[config.mk]
export PLATFORM = sky130hd
export DESIGN_NAME = regfile_wb_arbiter_flat
export DESIGN_NICKNAME = d
export VERILOG_FILES = /design/src/rtl/regfile_wb_arbiter_if.sv /design/src/rtl/regfile_wb_arbiter.sv /design/src/flat_wrapper.sv
export SDC_FILE = /design/constraint.sdc
export NUM_CORES = 1
export LEC_CHECK = 0
export BUFFER_PORTS_ARGS = -buffer_cell sky130_fd_sc_hd__buf_2
export CAP_MARGIN = 20
export CORE_MARGIN = 2
export CORE_UTILIZATION = 51
export CTS_CLUSTER_DIAMETER = 50
export DETAILED_ROUTE_END_ITERATION = 6
export PLACE_DENSITY = 0.86
export SYNTH_ARGS = -nofsm -noshare
export SYNTH_HDL_FRONTEND = slang
export SYNTH_SLANG_ARGS = --single-unit
[constraint.sdc]
create_clock -name clk -period 6.4 [get_ports clk]
set_input_delay 0.32 -clock clk [delete_from_list [all_inputs] [get_ports clk]]
set_output_delay 0.32 -clock clk [all_outputs]
set_load 0.1 [all_outputs]
[src/rtl/regfile_wb_arbiter_if.sv]
`default_nettype none
// +--------------------------------------------------------------------------+
// | regfile_wb_arbiter_if                                                    |
// | Writeback request, register-file write and commit-count bundle.          |
// | Revision: 1.0                                                            |
// +--------------------------------------------------------------------------+
interface regfile_wb_arbiter_if #(
  parameter int ADDR_W = 5,
  parameter int DATA_W = 32,
  parameter int CNT_W  = 16
);
  logic              req0_valid;
  logic [ADDR_W-1:0] req0_addr;
  logic [DATA_W-1:0] req0_data;
  logic              req0_ready;
  logic              req1_valid;
  logic [ADDR_W-1:0] req1_addr;
  logic [DATA_W-1:0] req1_data;
  logic              req1_ready;
  logic              rf_write_enable;
  logic [ADDR_W-1:0] rf_write_addr;
  logic [DATA_W-1:0] rf_write_data;
  logic [CNT_W-1:0]  commit_cnt0;
  logic [CNT_W-1:0]  commit_cnt1;

  modport master (
    output req0_valid, req0_addr, req0_data,
    output req1_valid, req1_addr, req1_data,
    input  req0_ready, req1_ready,
    input  rf_write_enable, rf_write_addr, rf_write_data,
    input  commit_cnt0, commit_cnt1
  );

  modport slave (
    input  req0_valid, req0_addr, req0_data,
    input  req1_valid, req1_addr, req1_data,
    output req0_ready, req1_ready,
    output rf_write_enable, rf_write_addr, rf_write_data,
    output commit_cnt0, commit_cnt1
  );
endinterface
`default_nettype wire

[src/rtl/regfile_wb_arbiter.sv]
`default_nettype none
// +--------------------------------------------------------------------------+
// | regfile_wb_arbiter                                                       |
// | Round-robin share of the register-file write port between ALU and MEM.   |
// | Revision: 1.0                                                            |
// +--------------------------------------------------------------------------+
module regfile_wb_arbiter #(
  parameter int ADDR_W   = 5,
  parameter int DATA_W   = 32,
  parameter int ZERO_REG = 31,
  parameter int CNT_W    = 16
) (
  input  wire logic          clk,
  input  wire logic          reset,
  regfile_wb_arbiter_if.slave bus
);
  localparam logic [ADDR_W-1:0] c_zero_reg = ADDR_W'(ZERO_REG);
  localparam logic [CNT_W-1:0]  c_cnt_max  = '1;

  logic              r_last_grant;
  logic              r_we;
  logic [ADDR_W-1:0] r_addr;
  logic [DATA_W-1:0] r_data;
  logic [CNT_W-1:0]  r_cnt0;
  logic [CNT_W-1:0]  r_cnt1;

  logic              w_grant0;
  logic              w_grant1;
  logic              w_commit0;
  logic              w_commit1;
  logic [ADDR_W-1:0] w_win_addr;
  logic [DATA_W-1:0] w_win_data;

  // On a conflict the port that did not win last time is served.
  always_comb begin
    w_grant0   = 1'b0;
    w_grant1   = 1'b0;
    w_win_addr = bus.req0_addr;
    w_win_data = bus.req0_data;
    if (!reset) begin
      w_grant0 = bus.req0_valid & (~bus.req1_valid | r_last_grant);
      w_grant1 = bus.req1_valid & (~bus.req0_valid | ~r_last_grant);
    end
    if (w_grant1) begin
      w_win_addr = bus.req1_addr;
      w_win_data = bus.req1_data;
    end
  end

  assign w_commit0 = w_grant0 & (bus.req0_addr != c_zero_reg);
  assign w_commit1 = w_grant1 & (bus.req1_addr != c_zero_reg);

  always_ff @(posedge clk) begin
    if (reset) begin
      r_last_grant <= 1'b1;
      r_we         <= 1'b0;
      r_addr       <= '0;
      r_data       <= '0;
      r_cnt0       <= '0;
      r_cnt1       <= '0;
    end else begin
      r_we <= w_commit0 | w_commit1;
      if (w_commit0 | w_commit1) begin
        r_addr       <= w_win_addr;
        r_data       <= w_win_data;
        r_last_grant <= w_commit1;
      end
      if (w_commit0 && r_cnt0 != c_cnt_max) begin
        r_cnt0 <= r_cnt0 + CNT_W'(1);
      end
      if (w_commit1 && r_cnt1 != c_cnt_max) begin
        r_cnt1 <= r_cnt1 + CNT_W'(1);
      end
    end
  end

  assign bus.req0_ready      = w_grant0;
  assign bus.req1_ready      = w_grant1;
  // A write still staged when reset rises must not reach the register file.
  assign bus.rf_write_enable = r_we & ~reset;
  assign bus.rf_write_addr   = r_addr;
  assign bus.rf_write_data   = r_data;
  assign bus.commit_cnt0     = r_cnt0;
  assign bus.commit_cnt1     = r_cnt1;
endmodule
`default_nettype wire

[src/flat_wrapper.sv]
// flat-port wrapper written by rule: the top's interface ports become plain ports
module regfile_wb_arbiter_flat 
#(
  parameter int ADDR_W   = 5,
  parameter int DATA_W   = 32,
  parameter int ZERO_REG = 31,
  parameter int CNT_W    = 16
)
  (clk, reset, bus_req0_valid, bus_req0_addr, bus_req0_data, bus_req1_valid, bus_req1_addr, bus_req1_data, bus_req0_ready, bus_req1_ready, bus_rf_write_enable, bus_rf_write_addr, bus_rf_write_data, bus_commit_cnt0, bus_commit_cnt1);
  regfile_wb_arbiter_if #(.ADDR_W(ADDR_W), .DATA_W(DATA_W), .CNT_W(CNT_W)) bus_i ();
  input  wire logic clk;
  input  wire logic reset;
  input wire logic [$bits(bus_i.req0_valid)-1:0] bus_req0_valid;
  input wire logic [$bits(bus_i.req0_addr)-1:0] bus_req0_addr;
  input wire logic [$bits(bus_i.req0_data)-1:0] bus_req0_data;
  input wire logic [$bits(bus_i.req1_valid)-1:0] bus_req1_valid;
  input wire logic [$bits(bus_i.req1_addr)-1:0] bus_req1_addr;
  input wire logic [$bits(bus_i.req1_data)-1:0] bus_req1_data;
  output wire logic [$bits(bus_i.req0_ready)-1:0] bus_req0_ready;
  output wire logic [$bits(bus_i.req1_ready)-1:0] bus_req1_ready;
  output wire logic [$bits(bus_i.rf_write_enable)-1:0] bus_rf_write_enable;
  output wire logic [$bits(bus_i.rf_write_addr)-1:0] bus_rf_write_addr;
  output wire logic [$bits(bus_i.rf_write_data)-1:0] bus_rf_write_data;
  output wire logic [$bits(bus_i.commit_cnt0)-1:0] bus_commit_cnt0;
  output wire logic [$bits(bus_i.commit_cnt1)-1:0] bus_commit_cnt1;
  assign bus_i.req0_valid = bus_req0_valid;
  assign bus_i.req0_addr = bus_req0_addr;
  assign bus_i.req0_data = bus_req0_data;
  assign bus_i.req1_valid = bus_req1_valid;
  assign bus_i.req1_addr = bus_req1_addr;
  assign bus_i.req1_data = bus_req1_data;
  assign bus_req0_ready = bus_i.req0_ready;
  assign bus_req1_ready = bus_i.req1_ready;
  assign bus_rf_write_enable = bus_i.rf_write_enable;
  assign bus_rf_write_addr = bus_i.rf_write_addr;
  assign bus_rf_write_data = bus_i.rf_write_data;
  assign bus_commit_cnt0 = bus_i.commit_cnt0;
  assign bus_commit_cnt1 = bus_i.commit_cnt1;
  regfile_wb_arbiter #(.ADDR_W(ADDR_W), .DATA_W(DATA_W), .ZERO_REG(ZERO_REG), .CNT_W(CNT_W)) u_core (.clk(clk), .reset(reset), .bus(bus_i));
endmodule
==> summary.md, run 1 <==
| Metric | Value |
|---|---|
| Outcome | complete, no violations |
| Maximum number of pins on one net before global-route repair | 76 |
| Worst clock skew | 0.00748 ns |
| Largest vdd supply drop | 0.000170 V |
| Synthesized net count | 493 |
| CTS tree | done |
| Via count of the first global-routing pass | 3301 |
| Vertical die dimension | 84.3 µm |
| Number of H-tree branching levels | 3 |
| Clock Tree Root | sky130_fd_sc_hd__clkbuf_8 |
| Most common cell after layout, fill and taps aside | sky130_fd_sc_hd__buf_2 |
| RSZ-0062 raised after global routing | no |
| Row Count | 29 |
| Max FO, Critical Path | 66 |
| Dominant cells by area after synthesis | sky130_fd_sc_hd__dfxtp_1, sky130_fd_sc_hd__nand2_1, sky130_fd_sc_hd__a311oi_1 |
| Yosys Warn Count | 0 |
| Most common flop cell mapped by yosys | sky130_fd_sc_hd__dfxtp_1 |
| Net total in the final layout | 628 |
| Flip-flop and latch count after synthesis | 71 |
| Overall fraction of global-route tracks in use | 0.263 |
| Top library cells by usage in the layout, fill and taps aside | sky130_fd_sc_hd__buf_2, sky130_fd_sc_hd__nand2_1, sky130_fd_sc_hd__dfxtp_1, sky130_fd_sc_hd__nor2_1, sky130_fd_sc_hd__a311oi_1 |
| Vias after detailed routing | 3635 |
| Element type at the critical path start | primary input |
| Global-route wire length before repair | 15.3 mm |
| LEAKAGE | 1.94 nW |
| Area share of the leading cell type in the synthesized netlist | 0.432 |
| Count of buffers added by post-CTS timing repair for setup | 0 |
| Share of the synthesized netlist area taken by xor and xnor gates | 0.0186 |
| I/O pin count | 150 |
| Slew at the pin closest to its max-slew limit | 0.972 ns |
| Max-cap check violation count | 0 |
| Hold buffers post-CTS | 0 |
| Drt initial violations | 184 |
| Synth-to-Final Area Change | 28.5% |
| Sum of routed wire length over all layers | 9.47 mm |
| Nature of the critical path endpoint | output port |
| Power density of the placed cells | 260 mW/mm² |
| Pwr Total | 0.00110 W |
| Average wire length per cell after detail routing | 15.0 µm |
| Multiplexer share of the synthesized area | 0.0342 |
| Final critical path time including I/O delays and setup | 3.72 ns |
| Antenna diode count | 0 |
| Drt first pass iters | 5 |
| Worst-case headroom to the max-slew limit | 0.351 |
| Die footprint | 0.00711 mm² |
| Post-detailed-placement half-perimeter wirelength | 6.68 mm |
| Count of endpoints failing setup in the final report | 0 |
| Count of flip-flops with a built-in enable after synthesis | 0 |
| Async SR Flop Fraction | 0 |
| Residual antenna-violating net count after detailed routing | 0 |
| Post-Route Hold Slack | 0.227 ns |
| Cell type with the largest total area after synthesis | sky130_fd_sc_hd__dfxtp_1 |
| Synth Area in Adders | 0.00760 |
| Post-synthesis share of cell area spent on and, or, nand and nor gates | 0.313 |
| Start of the worst register-to-register path | u_core.r_last_grant |
| Post-Synthesis Cells | 413 |
| Number of buffers added by the clock tree synthesis step | 9 |
| Max frequency | 269 MHz |
| Share of cells above drive strength 1 | 0.322 |
| Crit path DAT | 3.40 ns |
| Synth Area in Compound Gates | 0.157 |
| Clock-pin transition on the worst setup and hold timing paths | 0.07 ns |
| Clock tree sinks | 71 |
| Netlist Area Pre-Place | 0.00329 mm² |
| Crit Path Class | primary input to output port |
| Remaining DRCs | 0 |
| Routability cong. | 0.922 |
| Ratio of routed vias to standard cells | 5.78 |
| Clock tree buffer depth | 2 |
| Yosys cell types | 44 |
| Avg Cell Area, Syn | 7.97 µm² |
| Launch point of the worst path | reset |
| Number of pins exceeding their max-slew limit in the final report | 0 |
| Initial core utilization | 0.524 |
| Ratio of final minimum period to clock period | 0.581 |
| Area of the core | 0.00628 mm² |
| Number of antenna violations at the first check in global routing | 0 |
| Quantity of I/O buffers inserted on ports | 149 |
| Overall die width | 84.3 µm |
| Worst Hold Class | primary input to flip-flop |
| Overall overflow remaining after global route | 0 |
| Total Neg Setup Slack | 0 ns |
| Main combinational cell family by area after synthesis | simple AND/OR/NAND/NOR gates |
| Required time of the critical path | 6.08 ns |
| Sequential area share after synthesis | 0.432 |
| Insertion delay of the later-clocked pin in the worst-skew pair | 0.34 ns |
| Startpoint of the most critical hold path | bus_req1_data[25] |
| Post-CTS resize count | 0 |
| Final count of hold timing violations | 0 |
synthesized netlist by cell type (all sizes together), types with 3 or more instances:
cell type    n
a21oi       10
a311oi      37
and3         6
and4         3
buf          9
clkbuf      19
dfxtp       71
inv          3
mux2i        9
nand2      102
nand3       16
nand4       12
nor2        55
nor2b        3
nor3         3
nor4        10
o211ai       3
o21ai        6
or3          5
xnor2        7
worst paths after layout:
check	endpoint	slack (ns)	cells after the start
max	bus_req1_ready	2.68	7
min	u_core.bus.rf_write_data[25]	0.23	3
max reg2reg	u_core.bus.commit_cnt1[11]	3.74	5
min reg2reg	u_core.bus.rf_write_data[25]	0.49	2
worst max-delay path: stages:
cell and delay, ns:
sky130_fd_sc_hd__buf_2 0.09, sky130_fd_sc_hd__buf_4 0.32, sky130_fd_sc_hd__inv_1 0.38, sky130_fd_sc_hd__nand3_2 0.82
sky130_fd_sc_hd__inv_1 0.55, sky130_fd_sc_hd__buf_4 0.38, sky130_fd_sc_hd__buf_2 0.49
metrics by stage:
step	worst slack (ns)	instance area (µm²)	instances	util
after floorplan	3.83	3290	413	-
after global placement	2.77	4070	614	0.648
after detailed placement	2.72	4070	614	0.648
after CTS	2.72	4230	629	0.674
after global routing	2.44	4230	629	0.674
final	2.68	4230	629	0.674
final cells by class:
type / instances / area (µm²)
clock buffer: 9 / 124
clock inverter: 6 / 38.8
fill: 528 / 2050
inverter: 3 / 11.3
multi-input combinational: 311 / 1770
sequential: 71 / 1420
tap: 77 / 96.3
timing repair buffer: 152 / 768
logic make-up after synthesis:
logic type | Yosys count
flip-flops | 71
AND/OR/NAND/NOR | 224
buffers and inverters | 31
XOR/XNOR | 7
multiplexers | 11
adder cells (fa/ha/maj) | 2
AO/OA/AOI/OAI | 67
state kept, by name, summed over array words and instances, names as in the netlist:
register,count
u_core.r_we,1
u_core.bus.rf_write_addr,5
u_core.bus.commit_cnt1,16
u_core.bus.rf_write_data,32
u_core.bus.commit_cnt0,16
u_core.r_last_grant,1
power by group:
group	switching, W	leakage [nW]	internal, W
Combinational	0.000251	1.28	0.0000610
Sequential	0.0000143	0.581	0.000466
Clock	0.000172	0.0809	0.000137
Total	0.000436	1.94	0.000664
layer usage:
layer | up-vias | track usage | part of all wire
met2 | 165 | 0.435 | 0.49
met5 | - | 0 | 0
met1 | 1684 | 0.341 | 0.42
met3 | 25 | 0.0364 | 0.071
met4 | 0 | 0.122 | 0.025
li1 | 1761 | - | -
Power figures use the tool's default switching activity.
==> run 2: changes to the inputs <==
--- a/config.mk
+++ b/config.mk
@@ -8,10 +8,10 @@
 export BUFFER_PORTS_ARGS = -buffer_cell sky130_fd_sc_hd__buf_2
 export CAP_MARGIN = 20
 export CORE_MARGIN = 2
-export CORE_UTILIZATION = 51
+export CORE_UTILIZATION = 47
 export CTS_CLUSTER_DIAMETER = 50
 export DETAILED_ROUTE_END_ITERATION = 6
-export PLACE_DENSITY = 0.86
+export PLACE_DENSITY = 0.8
 export SYNTH_ARGS = -nofsm -noshare
 export SYNTH_HDL_FRONTEND = slang
 export SYNTH_SLANG_ARGS = --single-unit
==> constraint.sdc (replaced) <==
create_clock -name clk -period 3.75 [get_ports clk]
set_input_delay 0.1875 -clock clk [delete_from_list [all_inputs] [get_ports clk]]
set_output_delay 0.1875 -clock clk [all_outputs]
set_load 0.1 [all_outputs]
==> summary.md, run 2 (synthesis results as in run 1) <==
| Metric | Value |
|---|---|
| Outcome | complete, no violations |
| Clock tree buffer depth | 2 (unchanged) |
| Area of the core | 0.00679 mm² (+8.2%) |
| Crit path DAT | 2.17 ns (-1.23 ns) |
| Count of buffers added by post-CTS timing repair for setup | 0 (unchanged) |
| Worst-case headroom to the max-slew limit | 0.479 (+0.128) |
| Max-cap check violation count | 0 (unchanged) |
| RSZ-0062 raised after global routing | no |
| Drt first pass iters | 4 (-1) |
| Row Count | 30 (+3.4%) |
| Power density of the placed cells | 456 mW/mm² (+75%) |
| Worst clock skew | 0.0100 ns (+0.00256 ns) |
| Overall fraction of global-route tracks in use | 0.229 (-0.0342) |
| Global-route wire length before repair | 14.1 mm (-8.2%) |
| Area of all sequential standard cells | 0.00142 mm² (unchanged) |
| Hold buffers post-CTS | 0 (unchanged) |
| Final critical path time including I/O delays and setup | 2.36 ns |
| Quantity of I/O buffers inserted on ports | 149 (unchanged) |
| Via count of the first global-routing pass | 3147 (-4.7%) |
| Post-detailed-placement half-perimeter wirelength | 6.80 mm (+1.8%) |
| Worst-case register-to-register setup slack | 1.54 ns (-2.20 ns) |
| Number of buffers added by the clock tree synthesis step | 9 (unchanged) |
| Initial core utilization | 0.484 (-0.0399) |
| Share of cells above drive strength 1 | 0.324 (+0.00186) |
| Remaining DRCs | 0 (unchanged) |
| Residual antenna-violating net count after detailed routing | 0 (unchanged) |
| Clock-pin transition on the worst setup and hold timing paths | 0.08 ns (about the same) |
| Worst Hold Class | primary input to flip-flop |
| Number of H-tree branching levels | 3 (unchanged) |
| Clock tree sinks | 71 (unchanged) |
| Vias after detailed routing | 3592 (-1.2%) |
| Count of endpoints failing setup in the final report | 0 (unchanged) |
| Vertical die dimension | 87.7 µm (+4.0%) |
| Slew at the pin closest to its max-slew limit | 0.774 ns (-0.198 ns) |
| Flip-flop count of the largest register, all copies and words added | 32 (unchanged) |
| Most common cell after layout, fill and taps aside | sky130_fd_sc_hd__buf_2 |
| Post-Route Hold Slack | 0.106 ns (-0.121 ns) |
| LEAKAGE | 1.96 nW (+1.2%) |
| Crit Path Class | flip-flop to output port |
| Required time of the critical path | 3.56 ns (-2.52 ns) |
| Ratio of final minimum period to clock period | 0.628 |
| Max FO, Critical Path | 26 (-61%) |
| Total Neg Setup Slack | 0 ns (unchanged) |
| Sum of routed wire length over all layers | 9.45 mm (-0.14%) |
| I/O pin count | 150 (unchanged) |
| Nature of the critical path endpoint | output port |
| Post-CTS resize count | 0 (unchanged) |
| Antenna diode count | 0 (unchanged) |
| Pwr Total | 0.00197 W (+79%) |
| Net total in the final layout | 630 (+0.32%) |
| Insertion delay of the later-clocked pin in the worst-skew pair | 0.34 ns (about the same) |
| Largest vdd supply drop | 0.000202 V (+19%) |
| Die footprint | 0.00769 mm² (+8.1%) |
| Utilization after layout | 0.636 (-0.0380) |
| Average wire length per cell after detail routing | 14.5 µm (-3.5%) |
| Routability cong. | 0.809 (-12%) |
| Number of pins exceeding their max-slew limit in the final report | 0 (unchanged) |
| Drt initial violations | 185 (+0.54%) |
| Max frequency | 424 MHz |
| Final count of hold timing violations | 0 (unchanged) |
| Overall overflow remaining after global route | 0 (unchanged) |
| Clock Tree Root | sky130_fd_sc_hd__clkbuf_8 |
| Number of antenna violations at the first check in global routing | 0 (unchanged) |
| Element type at the critical path start | flip-flop |
| CTS tree | done |
| Maximum number of pins on one net before global-route repair | 66 (-13%) |
| Overall die width | 87.7 µm (+4.0%) |
| Ratio of routed vias to standard cells | 5.52 (-4.5%) |
| Filler cell count | 599 (+13%) |
| Synth-to-Final Area Change | 31.3% |
| Top library cells by usage in the layout, fill and taps aside | sky130_fd_sc_hd__buf_2, sky130_fd_sc_hd__nand2_1, sky130_fd_sc_hd__dfxtp_1, sky130_fd_sc_hd__nor2_1, sky130_fd_sc_hd__a311oi_1 |
| Area of the multi-input gates | 0.00177 mm² (unchanged) |
-- run 2: changes by cell type in the layout (fill, tap and decap cells not counted), sizes merged --
cell      delta
clkinvlp     +1
clkinv       -3
clkbuf       +2
bufinv       +1
buf          +2
-- run 2: where the power goes --
part           switching, W  internal (W)  total, W
sequential        0.0000230      0.000796  0.000819
clock              0.000289      0.000324  0.000614
combinational      0.000431      0.000107  0.000538
-- run 2: final timing paths --
path | cells past startpoint | from | end
setup / recovery | 5 | u_core.r_last_grant | bus_req1_ready
hold / removal | 3 | bus_req1_data[8] | u_core.bus.rf_write_data[8]
setup reg to reg | 6 | u_core.bus.commit_cnt1[0] | u_core.bus.commit_cnt1[13]
hold reg to reg | 2 | u_core.bus.rf_write_data[25] | u_core.bus.rf_write_data[25]
-- run 2: cell type report --
cell class	count	area share
multi-input cells	311	0.410
inverters	3	0.00261
clock inverters	5	0.0133
flip-flops and latches	71	0.329
clock buffers	11	0.0327
repair buffers	154	0.185
well taps	96	0.0278
-- run 2: through the flow --
| step | area, µm² | setup WS, ns | cells |
|---|---|---|---|
| 2_1_floorplan | 3290 | 1.18 | 413 |
| 3_3_place_gp | 4120 | 1.43 | 635 |
| 3_5_place_dp | 4120 | 1.35 | 635 |
| 4_1_cts | 4320 | 1.39 | 651 |
| 5_1_grt | 4320 | 1.24 | 651 |
| 6_report | 4320 | 1.39 | 651 |
-- run 2: layer usage --
metal | share of wire | GRT usage
met5 | 0 | 0
met4 | 0.019 | 0.0993
met3 | 0.063 | 0.0415
met2 | 0.49 | 0.384
met1 | 0.43 | 0.288
-- run 2: critical path, stage by stage (launching register included) --
cell and delay, ns:
sky130_fd_sc_hd__dfxtp_1 0.32, sky130_fd_sc_hd__nand2_1 0.07, sky130_fd_sc_hd__nand3_2 0.37, sky130_fd_sc_hd__inv_1 0.46
sky130_fd_sc_hd__buf_4 0.37, sky130_fd_sc_hd__buf_12 0.22
==> run 3: changes to the inputs <==
--- a/config.mk
+++ b/config.mk
@@ -5,13 +5,14 @@
 export SDC_FILE = /design/constraint.sdc
 export NUM_CORES = 1
 export LEC_CHECK = 0
+export ABC_AREA = 1
 export BUFFER_PORTS_ARGS = -buffer_cell sky130_fd_sc_hd__buf_2
 export CAP_MARGIN = 20
 export CORE_MARGIN = 2
-export CORE_UTILIZATION = 47
+export CORE_UTILIZATION = 44
 export CTS_CLUSTER_DIAMETER = 50
 export DETAILED_ROUTE_END_ITERATION = 6
-export PLACE_DENSITY = 0.8
+export PLACE_DENSITY = 0.77
 export SYNTH_ARGS = -nofsm -noshare
 export SYNTH_HDL_FRONTEND = slang
 export SYNTH_SLANG_ARGS = --single-unit
==> constraint.sdc (replaced) <==
create_clock -name clk -period 2 [get_ports clk]
set_input_delay 0.1 -clock clk [delete_from_list [all_inputs] [get_ports clk]]
set_output_delay 0.1 -clock clk [all_outputs]
set_load 0.1 [all_outputs]
==> summary.md, run 3 <==
| Metric | Value |
|---|---|
| Outcome | complete, no violations |
| Launch point of the worst path | u_core.bus.commit_cnt0[0] |
| Synth-to-Final Area Change | 29.3% |
| CTS tree | done |
| Slew at the pin closest to its max-slew limit | 0.541 ns (-0.233 ns) |
| Residual antenna-violating net count after detailed routing | 0 (unchanged) |
| Final setup slack of the worst path | 0.184 ns (-1.21 ns) |
| Worst clock skew | 0.0120 ns (+0.00196 ns) |
| Die footprint | 0.00929 mm² (+21%) |
| Insertion delay of the later-clocked pin in the worst-skew pair | 0.34 ns (about the same) |
| Most common flop cell mapped by yosys | sky130_fd_sc_hd__dfxtp_1 |
| Share of cells above drive strength 1 | 0.268 (-0.0563) |
| Reg-to-reg endpoint | u_core.bus.commit_cnt0[0] |
| Max-cap check violation count | 0 (unchanged) |
| Max FO, Critical Path | 8 (-69%) |
| Clock tree buffer depth | 2 (unchanged) |
| Flip-flop count of the largest register, all copies and words added | 32 (unchanged) |
| Count of endpoints failing setup in the final report | 0 (unchanged) |
| Global-route wire length before repair | 16.8 mm (+19%) |
| Number of H-tree branching levels | 3 (unchanged) |
| Start of the worst register-to-register path | u_core.bus.commit_cnt0[0] |
| Netlist Area Pre-Place | 0.00376 mm² (+14%) |
| Clock tree sinks | 71 (unchanged) |
| Final cell count without fillers | 866 (+33%) |
| Via count of the first global-routing pass | 3888 (+24%) |
| Top cells by instance count after synthesis | sky130_fd_sc_hd__nand2_1, sky130_fd_sc_hd__nor2_1, sky130_fd_sc_hd__dfxtp_1 |
| Clock-pin transition on the worst setup and hold timing paths | 0.08 ns (about the same) |
| Cell type with the largest total area after synthesis | sky130_fd_sc_hd__dfxtp_1 |
| Post-detailed-placement half-perimeter wirelength | 7.62 mm (+12%) |
| Crit path DAT | 2.04 ns (-0.13 ns) |
| I/O pin count | 150 (unchanged) |
| LEAKAGE | 2.50 nW (+27%) |
| Power density of the placed cells | 848 mW/mm² (+86%) |
| Pre-CTS WS | 0.285 ns (-1.07 ns) |
| Routability cong. | 0.907 (+12%) |
| Worst-case headroom to the max-slew limit | 0.639 (+0.160) |
| Remaining DRCs | 0 (unchanged) |
| Worst Hold Class | primary input to flip-flop |
| Max frequency | 551 MHz |
| Ratio of final minimum period to clock period | 0.908 |
| Ratio of routed vias to standard cells | 4.85 (-12%) |
| Post-Route Hold Slack | 0.0346 ns (-0.0715 ns) |
| Final count of hold timing violations | 0 (unchanged) |
| Drt first pass iters | 5 (+1) |
| Overall overflow remaining after global route | 0 (unchanged) |
| Maximum number of pins on one net before global-route repair | 38 (-42%) |
| Area share of the leading cell type in the synthesized netlist | 0.378 (-0.0535) |
| Largest vdd supply drop | 0.000452 V (+120%) |
| Overall die width | 96.4 µm (+9.9%) |
| Hold Path Stages | 2 (-1) |
| Yosys Warn Count | 0 (unchanged) |
| Count of flip-flops with a built-in enable after synthesis | 0 (unchanged) |
| Hold Path Sink | u_core.bus.commit_cnt1[2] |
| Cell depth of the worst flop-to-flop path | 8 (+2) |
| Top library cells by usage in the layout, fill and taps aside | sky130_fd_sc_hd__nand2_1, sky130_fd_sc_hd__nor2_1, sky130_fd_sc_hd__buf_2, sky130_fd_sc_hd__dfxtp_1, sky130_fd_sc_hd__nand3_1 |
| Row Count | 33 (+10%) |
| Net total in the final layout | 836 (+33%) |
| Synthesized net count | 693 (+41%) |
| Drt initial violations | 124 (-33%) |
| Element type at the critical path start | flip-flop |
| Post-CTS resize count | 0 (unchanged) |
| Startpoint of the most critical hold path | reset |
| RSZ-0062 raised after global routing | no |
| Number of buffers added by the clock tree synthesis step | 9 (unchanged) |
| Yosys cell types | 29 (-34%) |
| Pwr Total | 0.00412 W (+110%) |
| Initial core utilization | 0.455 (-0.0295) |
| Hold buffers post-CTS | 0 (unchanged) |
| Most common cell in the synthesized netlist | sky130_fd_sc_hd__nand2_1 |
| Average wire length per cell after detail routing | 11.8 µm (-19%) |
| Area of the core | 0.00826 mm² (+22%) |
| Nature of the critical path endpoint | flip-flop |
| Sum of routed wire length over all layers | 10.2 mm (+8.4%) |
| Sequential area share after synthesis | 0.378 (-0.0535) |
| Overall fraction of global-route tracks in use | 0.227 (-0.00229) |
| Quantity of I/O buffers inserted on ports | 149 (unchanged) |
| Required time of the critical path | 2.22 ns (-1.34 ns) |
| Number of pins exceeding their max-slew limit in the final report | 0 (unchanged) |
| Flip-flop and latch count after synthesis | 71 (unchanged) |
| Vertical die dimension | 96.4 µm (+9.9%) |
| Async SR Flop Fraction | 0 (unchanged) |
| Dominant cells by area after synthesis | sky130_fd_sc_hd__dfxtp_1, sky130_fd_sc_hd__nand2_1, sky130_fd_sc_hd__nor2_1 |
| Clock Tree Root | sky130_fd_sc_hd__clkbuf_8 |
| Count of buffers added by post-CTS timing repair for setup | 0 (unchanged) |
| Total Neg Setup Slack | 0 ns (unchanged) |
| Number of cells in the design after placement | 850 (+34%) |
| Most common cell after layout, fill and taps aside | sky130_fd_sc_hd__nand2_1 |
| Number of antenna violations at the first check in global routing | 0 (unchanged) |
| Vias after detailed routing | 4201 (+17%) |
| Avg Cell Area, Syn | 6.13 µm² (-23%) |
| Final critical path time including I/O delays and setup | 1.82 ns |
| Worst-case register-to-register setup slack | 0.18 ns (-1.36 ns) |
| Crit Path Class | flip-flop to flip-flop |
| Post-Synthesis Cells | 613 (+48%) |
| Antenna diode count | 0 (unchanged) |
==> run 3: worst max-delay path by stage <==
| stage | end | slack, ns | cells past startpoint |
|---|---|---|---|
| finish | u_core.bus.commit_cnt0[0] | 0.18 | 8 |
| floorplan | u_core.bus.commit_cnt1[1] | 0.009 | 8 |
| global route | u_core.bus.commit_cnt0[0] | 0.05 | 8 |
| detailed placement | u_core.bus.commit_cnt0[1] | 0.29 | 8 |
| CTS | u_core.bus.commit_cnt0[0] | 0.21 | 8 |
| global placement | u_core.bus.commit_cnt0[0] | 0.40 | 8 |
==> run 3: critical path: stages (launching register included) <==
cell and delay [ns]:
sky130_fd_sc_hd__dfxtp_2 0.37, sky130_fd_sc_hd__ha_1 0.20, sky130_fd_sc_hd__nand3_1 0.12, sky130_fd_sc_hd__nor2_2 0.21, sky130_fd_sc_hd__nand4_1 0.34, sky130_fd_sc_hd__nand2_1 0.21, sky130_fd_sc_hd__inv_1 0.08, sky130_fd_sc_hd__nor2_1 0.12
sky130_fd_sc_hd__nor2_1 0.06
==> run 3: area by class of cell <==
class	instances	area (µm²)
Fill cell	842	3400
Multi-Input combinational cell	490	2070
Sequential cell	71	1440
Timing Repair Buffer	157	836
Clock buffer	11	141
Tap cell	105	131
Clock inverter	5	129
Inverter	27	104
==> run 3: kinds of logic (layout without fill, tap and decap cells) <==
group	count (synthesis)	count (layout)	synth area share
compound gates	61	61	0.0859
xor+xnor	3	3	0.00700
fa+ha+maj	2	2	0.00666
buf+inv	52	200	0.0700
flops	71	71	0.378
simple gates	424	424	0.452
==> run 3: layer usage <==
layer,wire length [µm],global-route usage,up-vias
met5,0,0,-
met2,4900,0.395,144
met3,568,0.0442,13
met1,4650,0.275,1846
met4,130,0.0880,0
li1,-,-,2198
==> run 3: per-stage QoR <==
step / area [µm²] / util
final: 4860 / 0.588
after global routing: 4860 / 0.588
after CTS: 4860 / 0.588
after detailed placement: 4590 / 0.555
after global placement: 4590 / 0.555
after floorplan: 3780 / -
==> run 3: report_power, final <==
group | internal [W] | leakage, nW | switching, W
clock | 0.000992 | 0.134 | 0.000542
combinational | 0.000209 | 1.77 | 0.000840
sequential | 0.00149 | 0.590 | 0.0000429
